==> src/rtl/cpu_ctrl_pkg.sv <==
// cpu_ctrl_pkg
//   Shared definitions for the eight-bit CPU sequencer: datapath widths,
//   ALU/instruction opcodes, FSM state encoding and small opcode-class helpers.
//   No ports; imported by cpu_ctrl and cpu_regfile.

package cpu_ctrl_pkg;

   localparam int DATA_W  = 8;
   localparam int INSTR_W = 16;
   localparam int OP_W    = 4;
   localparam int REG_AW  = 2;

   localparam logic [OP_W-1:0] OP_AND   = 4'h0;
   localparam logic [OP_W-1:0] OP_OR    = 4'h1;
   localparam logic [OP_W-1:0] OP_ADD   = 4'h2;
   localparam logic [OP_W-1:0] OP_SUB   = 4'h3;
   localparam logic [OP_W-1:0] OP_INC   = 4'h4;
   localparam logic [OP_W-1:0] OP_DEC   = 4'h5;
   localparam logic [OP_W-1:0] OP_COMP  = 4'h6;
   localparam logic [OP_W-1:0] OP_CHECK = 4'h7;
   localparam logic [OP_W-1:0] OP_LOAD  = 4'h8;
   localparam logic [OP_W-1:0] OP_STORE = 4'h9;
   localparam logic [OP_W-1:0] OP_LI    = 4'hA;
   localparam logic [OP_W-1:0] OP_JMP   = 4'hB;
   localparam logic [OP_W-1:0] OP_JNZ   = 4'hC;
   localparam logic [OP_W-1:0] OP_HALT  = 4'hF;

   // Value presented on alu_op whenever the sequencer is not in EXEC.
   localparam logic [OP_W-1:0] ALU_IDLE = OP_AND;

   localparam logic [DATA_W-1:0] PC_STEP = 8'h01;

   typedef enum logic [2:0] {
      S_FETCH  = 3'd0,
      S_DECODE = 3'd1,
      S_EXEC   = 3'd2,
      S_MEM    = 3'd3,
      S_WB     = 3'd4,
      S_HALT   = 3'd5
   } state_t;

   // Ops whose result lands in R[rd] during WB (straight from res).
   function automatic logic is_alu_wb(input logic [OP_W-1:0] op);
      return (op == OP_AND) || (op == OP_OR)  || (op == OP_ADD) ||
             (op == OP_SUB) || (op == OP_INC) || (op == OP_DEC) ||
             (op == OP_LI);
   endfunction

   // Ops that substitute the immediate for operand A.
   function automatic logic uses_imm(input logic [OP_W-1:0] op);
      return (op == OP_LI) || (op == OP_LOAD) || (op == OP_STORE);
   endfunction

   function automatic logic sets_flag(input logic [OP_W-1:0] op);
      return (op == OP_COMP) || (op == OP_CHECK);
   endfunction

endpackage

==> src/rtl/cpu_regfile.sv <==
// cpu_regfile
//   NREG x DW register file: two combinational read ports, one synchronous
//   write port gated by we. Synchronous active-high reset clears every entry.
// Ports
//   clk            in   clock, rising edge
//   rst            in   synchronous active-high reset
//   ra, rb         in   read addresses
//   rdata_a/b      out  read data (combinational)
//   we, wa, wd     in   write enable / address / data

module cpu_regfile
   import cpu_ctrl_pkg::*;
#(
   parameter int NREG = 4,
   parameter int DW   = DATA_W,
   parameter int AW   = $clog2(NREG)
) (
   input  logic          clk,
   input  logic          rst,
   input  logic [AW-1:0] ra,
   input  logic [AW-1:0] rb,
   output logic [DW-1:0] rdata_a,
   output logic [DW-1:0] rdata_b,
   input  logic          we,
   input  logic [AW-1:0] wa,
   input  logic [DW-1:0] wd
);

   logic [DW-1:0] regs [NREG];

   always_ff @(posedge clk) begin
      if (rst) begin
         for (int i = 0; i < NREG; i++) begin
            regs[i] <= '0;
         end
      end else if (we) begin
         regs[wa] <= wd;
      end
   end

   assign rdata_a = regs[ra];
   assign rdata_b = regs[rb];

endmodule

==> src/rtl/cpu_ctrl.sv <==
// cpu_ctrl
//   Multi-cycle fetch/decode/execute sequencer for the eight-bit CPU. Holds
//   pc, ir, res, flag and the register file; drives the alu and the
//   instruction/data memories.
// Ports
//   clk, rst            clock (rising edge), synchronous active-high reset
//   imem_addr/imem_data instruction ROM, data valid one cycle after address
//   dmem_addr/wdata/we  data RAM address, store data, one-cycle store strobe
//   dmem_rdata          RAM load data, valid one cycle after address
//   alu_op/ina/inb      alu request (zero outside EXEC)
//   alu_out/alu_zf      alu result and zero flag (combinational)
//   halted              set once HALT executes
//
// state    | meaning
// ---------+-------------------------------------------------------------
// S_FETCH  | imem_addr = pc; ROM captures the word at the edge
// S_DECODE | ir <= imem_data
// S_EXEC   | drive alu, latch res (and flag for COMP/CHECK), update pc
// S_MEM    | dmem_addr = res; STORE pulses dmem_we, LOAD starts the read
// S_WB     | R[rd] <= res or dmem_rdata
// S_HALT   | absorbing; only rst leaves

module cpu_ctrl
   import cpu_ctrl_pkg::*;
#(
   parameter logic [DATA_W-1:0] PC_RESET = 8'h00,
   parameter int                NREG     = 4
) (
   input  logic               clk,
   input  logic               rst,
   output logic [DATA_W-1:0]  imem_addr,
   input  logic [INSTR_W-1:0] imem_data,
   output logic [DATA_W-1:0]  dmem_addr,
   output logic [DATA_W-1:0]  dmem_wdata,
   output logic               dmem_we,
   input  logic [DATA_W-1:0]  dmem_rdata,
   output logic [OP_W-1:0]    alu_op,
   output logic [DATA_W-1:0]  alu_ina,
   output logic [DATA_W-1:0]  alu_inb,
   input  logic [DATA_W-1:0]  alu_out,
   input  logic               alu_zf,
   output logic               halted
);

   state_t               state;
   state_t               state_nxt;
   logic [DATA_W-1:0]    pc;
   logic [DATA_W-1:0]    pc_nxt;
   logic [INSTR_W-1:0]   ir;
   logic [DATA_W-1:0]    res;
   logic                 flag;

   logic [OP_W-1:0]      op;
   logic [REG_AW-1:0]    rd;
   logic [REG_AW-1:0]    rs;
   logic [DATA_W-1:0]    imm;

   logic [DATA_W-1:0]    rdata_a;
   logic [DATA_W-1:0]    rdata_b;
   logic                 rf_we;
   logic [DATA_W-1:0]    rf_wd;

   assign op  = ir[15:12];
   assign rd  = ir[11:10];
   assign rs  = ir[9:8];
   assign imm = ir[7:0];

   cpu_regfile #(
      .NREG (NREG),
      .DW   (DATA_W),
      .AW   (REG_AW)
   ) u_regfile (
      .clk     (clk),
      .rst     (rst),
      .ra      (rd),
      .rb      (rs),
      .rdata_a (rdata_a),
      .rdata_b (rdata_b),
      .we      (rf_we),
      .wa      (rd),
      .wd      (rf_wd)
   );

   assign imem_addr  = pc;
   assign dmem_addr  = res;
   assign dmem_wdata = rdata_a;

   always_ff @(posedge clk) begin
      if (rst) begin
         state  <= S_FETCH;
         pc     <= PC_RESET;
         ir     <= '0;
         res    <= '0;
         flag   <= 1'b0;
         halted <= 1'b0;
      end else begin
         state <= state_nxt;
         pc    <= pc_nxt;
         if (state == S_DECODE) begin
            ir <= imem_data;
         end
         if (state == S_EXEC) begin
            res <= alu_out;
            if (sets_flag(op)) begin
               flag <= alu_zf;
            end
            if (op == OP_HALT) begin
               halted <= 1'b1;
            end
         end
      end
   end

   always_comb begin
      state_nxt = state;
      pc_nxt    = pc;
      alu_op    = ALU_IDLE;
      alu_ina   = '0;
      alu_inb   = '0;
      rf_we     = 1'b0;
      rf_wd     = res;
      dmem_we   = 1'b0;

      unique case (state)
         S_FETCH: begin
            state_nxt = S_DECODE;
         end

         S_DECODE: begin
            state_nxt = S_EXEC;
         end

         S_EXEC: begin
            alu_op  = op;
            alu_ina = uses_imm(op) ? imm : rdata_a;
            alu_inb = rdata_b;
            pc_nxt  = pc + PC_STEP;
            if (is_alu_wb(op)) begin
               state_nxt = S_WB;
            end else if ((op == OP_LOAD) || (op == OP_STORE)) begin
               state_nxt = S_MEM;
            end else if (op == OP_HALT) begin
               state_nxt = S_HALT;
               pc_nxt    = pc;
            end else begin
               // COMP, CHECK, JMP, JNZ and undefined opcodes retire here.
               state_nxt = S_FETCH;
               if (op == OP_JMP) begin
                  pc_nxt = imm;
               end else if ((op == OP_JNZ) && !flag) begin
                  pc_nxt = imm;
               end
            end
         end

         S_MEM: begin
            // Gated by rst so a store interrupted by reset never reaches RAM.
            dmem_we   = (op == OP_STORE) && !rst;
            state_nxt = (op == OP_LOAD) ? S_WB : S_FETCH;
         end

         S_WB: begin
            rf_we     = 1'b1;
            rf_wd     = (op == OP_LOAD) ? dmem_rdata : res;
            state_nxt = S_FETCH;
         end

         S_HALT: begin
            state_nxt = S_HALT;
         end

         default: begin
            state_nxt = S_FETCH;
         end
      endcase
   end

endmodule

==> config.mk <==
export PLATFORM = sky130hd
export DESIGN_NAME = cpu_ctrl
export DESIGN_NICKNAME = d
export VERILOG_FILES = /design/src/rtl/cpu_ctrl_pkg.sv /design/src/rtl/cpu_regfile.sv /design/src/rtl/cpu_ctrl.sv
export SDC_FILE = /design/constraint.sdc
export NUM_CORES = 1
export LEC_CHECK = 0
export CAP_MARGIN = 30
export CORE_ASPECT_RATIO = 1.1
export CORE_MARGIN = 4
export CORE_UTILIZATION = 40
export DETAILED_ROUTE_END_ITERATION = 16
export PLACE_DENSITY = 0.65
export SLEW_MARGIN = 20
export SYNTH_ARGS = -nofsm -noshare
export SYNTH_HDL_FRONTEND = slang
export SYNTH_HIERARCHICAL = 1
export SYNTH_SLANG_ARGS = --single-unit
==> constraint.sdc <==
create_clock -name clk -period 2.8 [get_ports clk]
set_clock_uncertainty 0.05 [all_clocks]
set_input_delay 0.28 -clock clk [delete_from_list [all_inputs] [get_ports clk]]
set_output_delay 0.28 -clock clk [all_outputs]
set_load 0.01 [all_outputs]
* Word level (Yosys, flattened, before mapping)
Memory sizes are Yosys's and may differ from the RTL's. A register that Yosys moved wholly into a read port is not among the register bits. Cells that the tools add are included.
Storage, ports and cells: register bits 37, RAM bits 32, bits of input ports 35, output and inout bits 46, logic and storage cells 77, memories 1
Cells by class: add/sub/neg operators 1, eq/ne operators 19, multiplexer cells 30, reductions and logical operators 20
Memory list:
- u_regfile.regs | words 4, width 8, read ports 2, clocked after memory_dff 2, write ports 4, line cpu_regfile.sv:29 | logic [DW-1:0] regs [NREG];
Operators by type and width (number):
- $mux 8 | 11
- $eq 4x4->1 const B | 6
- $eq 4x3->1 const B | 4
- $pmux 3 s5 | 1
- $mux 3 | 4
- $logic_or 1x1->1 | 10
- $mux 2 | 5
- $add 8x1->8 const B | 1
- $eq 4x2->1 const B | 2
- $mux 1 | 8
- $reduce_or 8->1 | 1
- $eq 3x2->1 const B | 2
- $eq 3x3->1 const B | 2
- $reduce_and 2->1 | 3
- $eq 4x1->1 const B | 1
- $logic_not 4->1 | 1
- $mux 4 | 1
- $eq 3x1->1 const B | 1
- $logic_not 3->1 | 1
- $ne 3x3->1 const B | 1
- $logic_and 1x1->1 | 2
- $logic_not 1->1 | 2

* Longest topological paths before layout
depth after elaboration 9, gate-level depth with buffers 6, depth with buffers taken out 5

* Modules after synthesis
Netlist, hierarchy kept.
By module, submodules not included:
- cpu_ctrl | instances 1, cells an instance 251, area an instance 2087.0 µm²
- cpu_regfile | instances 1, cells an instance 94, area an instance 1671.6 µm²

* Worst setup path after synthesis
No wires, ideal clock.
kind flip-flop to flip-flop, from register ir[15], to memory u_regfile/regs[0][0] (netlist bit), data pin, library setup time 0.256 ns, arrival time 1.546 ns, required time 2.494 ns, path slack 0.948 ns, stages on the path, launching flop included 7, buffers on the path 1, period minus slack after synthesis 1.852 ns, cells stage by stage dfxtp_1 buf_6 or3b_4 nor2_4 nand2_4 mux2_4 and2_2
RTL lines:
- from (decl) | line cpu_ctrl.sv:49 | logic [INSTR_W-1:0] ir;
- from (signal assigned) | line cpu_ctrl.sv:100 | ir <= imem_data;
- to (decl) | line cpu_regfile.sv:29

==> run summary <==
Routed Antenna Nets -> 0
Diodes inserted -> 0
Final Cycle Share -> 94.2%
nets@finish -> 458
Initial Util -> 41.7%
Seq/Total Area, Yosys -> 45.3%
worst skew pair latency -> 340 ps
# Max-Cap Violations -> 0
Main synth FF type -> dfxtp_1
global-route wire length before repair -> 14900 um
gr ovfl total -> 0
max-slew violations -> 0
Fillers -> 821
Netlist Area Pre-Place -> 0.00376 sq mm
Setup Buffers After CTS -> 0
vias per cell -> 5.31
commonest non-fill, non-tap cell in the layout -> clkdlybuf4s50_1
placed cell area -> 0.00461 sq mm
peak supply drop -> 0.000265 V
most frequent cells in the layout -> 80 x clkdlybuf4s50_1, 55 x nand2_1, 36 x and2_1
initial antenna violation count -> 0
Multi-input gate area -> 0.00189 sq mm
pre-CTS setup slack -> 214 ps
post-synth top area share -> 25.6%
CTS Buf Count -> 9
CP cell instances -> mux4_2, mux2i_1, nor2_1, clkdlybuf4s50_1
status -> finished clean
fin area -> 0.00481 sq mm
clk buf depth -> 2
# IOs -> 81
clock tree sinks -> 69
Die H -> 110 um
htree depth -> 3
Placed Cells incl. Taps -> 525
Synth async-reset ratio -> 0%
Final Total Pwr -> 2.46 mW
share of layout cells above drive strength 1 -> 17.6%
Netlist cell types -> 55
max frequency -> 379 MHz
Post-synth EDFFs -> 32
Comb power frac -> 19.0%
Setup-failing EPs final -> 0
full die area -> 0.0110 sq mm
all-layer global routing usage -> 17.6%
Die W -> 100 um
Worst-Margin Slew -> 700 ps
synth warn -> 6
CP Max Fanout -> 15
post-synthesis cell count -> 345
pin count of the biggest net entering global routing -> 27
worst rel slew slack -> 53.2%
Worst Path Required -> 2470 ps
Worst setup EP type -> primary output
Hold Path Class -> reg2reg
crit start category -> flip-flop
Synth Register Bits -> 69
RSZ-0062 raised after global routing -> false
P per Cell Area -> 512 mW/mm^2
Detailed Place HPWL -> 6870 um
worst setup margin -> 163 ps
slowest CP cell -> dfxtp_1
Placer Congestion -> 0.777
Arrival @ worst endpoint -> 2310 ps
initial DRC count -> 135
delay of the slowest cell on the worst path -> 780 ps
Mapped Nets -> 381
Yosys top cell by area -> edfxtp_1
clock root cell -> clkbuf_8
sw power -> 695 uW
Sequential Power Share -> 48.9%
hold slack -> 423 ps
core area -> 0.00901 sq mm
row count -> 36
via count -> 2875
switch share -> 28.2%
vias in the first global route -> 2952
Final min period -> 2640 ps
Routed WL -> 9470 um
final core utilization -> 53.4%
Int Pwr -> 1.77 mW
Hold Fails Final Rpt -> 0
Reg area -> 0.00171 sq mm
Synth Area per Inst -> 10.9 sq um
LEAKAGE -> 1.75 nW
CTS tree -> done
drt pass-1 iters -> 4
Setup CP Type -> reg2out
Synth-to-Final Area Change -> 28.0%
IO Port Bufs -> 80
setup TNS -> 0 ps
largest cells by area after synthesis -> edfxtp_1 26%, dfxtp_1 20%, mux4_2 9.6%
clock power share -> 32.1%
DRC viols -> 0
drt wl/cell -> 17.5 um
Reg clk slew, reported paths -> 80 ps
Non-Filler Instances -> 541
-- Yosys cell counts (4+ instances only) --
| cell | n |
|---|---|
| edfxtp_1 | 32 |
| mux2_4 | 8 |
| a21oi_1 | 29 |
| clkbuf_1 | 5 |
| dfxtp_1 | 37 |
| nor2_1 | 16 |
| and2_1 | 36 |
| mux4_2 | 16 |
| nand2_1 | 55 |
| a31oi_1 | 6 |
| buf_2 | 7 |
| mux2i_1 | 13 |
| nand3_1 | 9 |
| and2_2 | 8 |
| inv_1 | 4 |
| buf_6 | 7 |
-- logic make-up after synthesis --
kind of cell / after synthesis / share of synthesized area [%]
compound gates: 54 / 9.42
fa+ha+maj: 1 / 0.333
buf+inv: 27 / 4.53
flops: 69 / 45.3
mux: 37 / 16.2
simple gates: 157 / 24.2
-- power by group through the flow --
stage / sequential (mW) / combinational, mW / clock [mW]
2_1_floorplan: 1.19 / 0.310 / 0
3_3_place_gp: 1.22 / 0.468 / 0
3_5_place_dp: 1.23 / 0.473 / 0
4_1_cts: 1.20 / 0.474 / 0.810
5_1_grt: 1.22 / 0.508 / 0.847
6_report: 1.20 / 0.468 / 0.791
-- critical path: cells and delay by family, from the launching register on --
kind / cells / cell delay, ps
AND/OR/NAND/NOR: 1 / 80
buffers and inverters: 1 / 510
flip-flops: 1 / 780
multiplexers: 2 / 590
-- layer usage --
metal	up-vias	GRT usage [%]	wire, um
met3	12	3.30	522
met2	83	31.1	4790
met5	-	0	0
met4	0	5.87	99
met1	1387	21.5	4060
li1	1393	-	-
-- state kept, by name, summed over array words and instances (netlist names) --
| name | count |
|---|---|
| u_regfile/regs | 32 |
| halted | 1 |
| ir | 16 |
| state | 3 |
| flag | 1 |
| imem_addr | 8 |
| dmem_addr | 8 |
-- cell type report --
cell class,instances,share of cell area [%]
Clock inverter,5,0.598
Inverter,4,0.312
Sequential cell,69,35.5
Timing Repair Buffer,89,18.0
Clock buffer,11,3.38
Tap cell,114,2.96
Multi-Input combinational cell,249,39.2
-- worst paths after layout --
path | cells past startpoint | slack, ps | to | startpoint
min | 2 | 420 | dmem_addr[2] | dmem_addr[2]
max reg2reg | 4 | 510 | u_regfile/regs[0][7] | state[2]
min reg2reg | 2 | 420 | dmem_addr[2] | dmem_addr[2]
max | 4 | 160 | alu_ina[1] | ir[11]
-- repair_timing --
action / CTS / global route
gates resized for setup: 1 / 2
hold buffers: 0 / 0
pin swaps: 0 / 0
setup endpoints to repair: 8 / 2
Note: power is estimated with default switching activity, not from simulation.
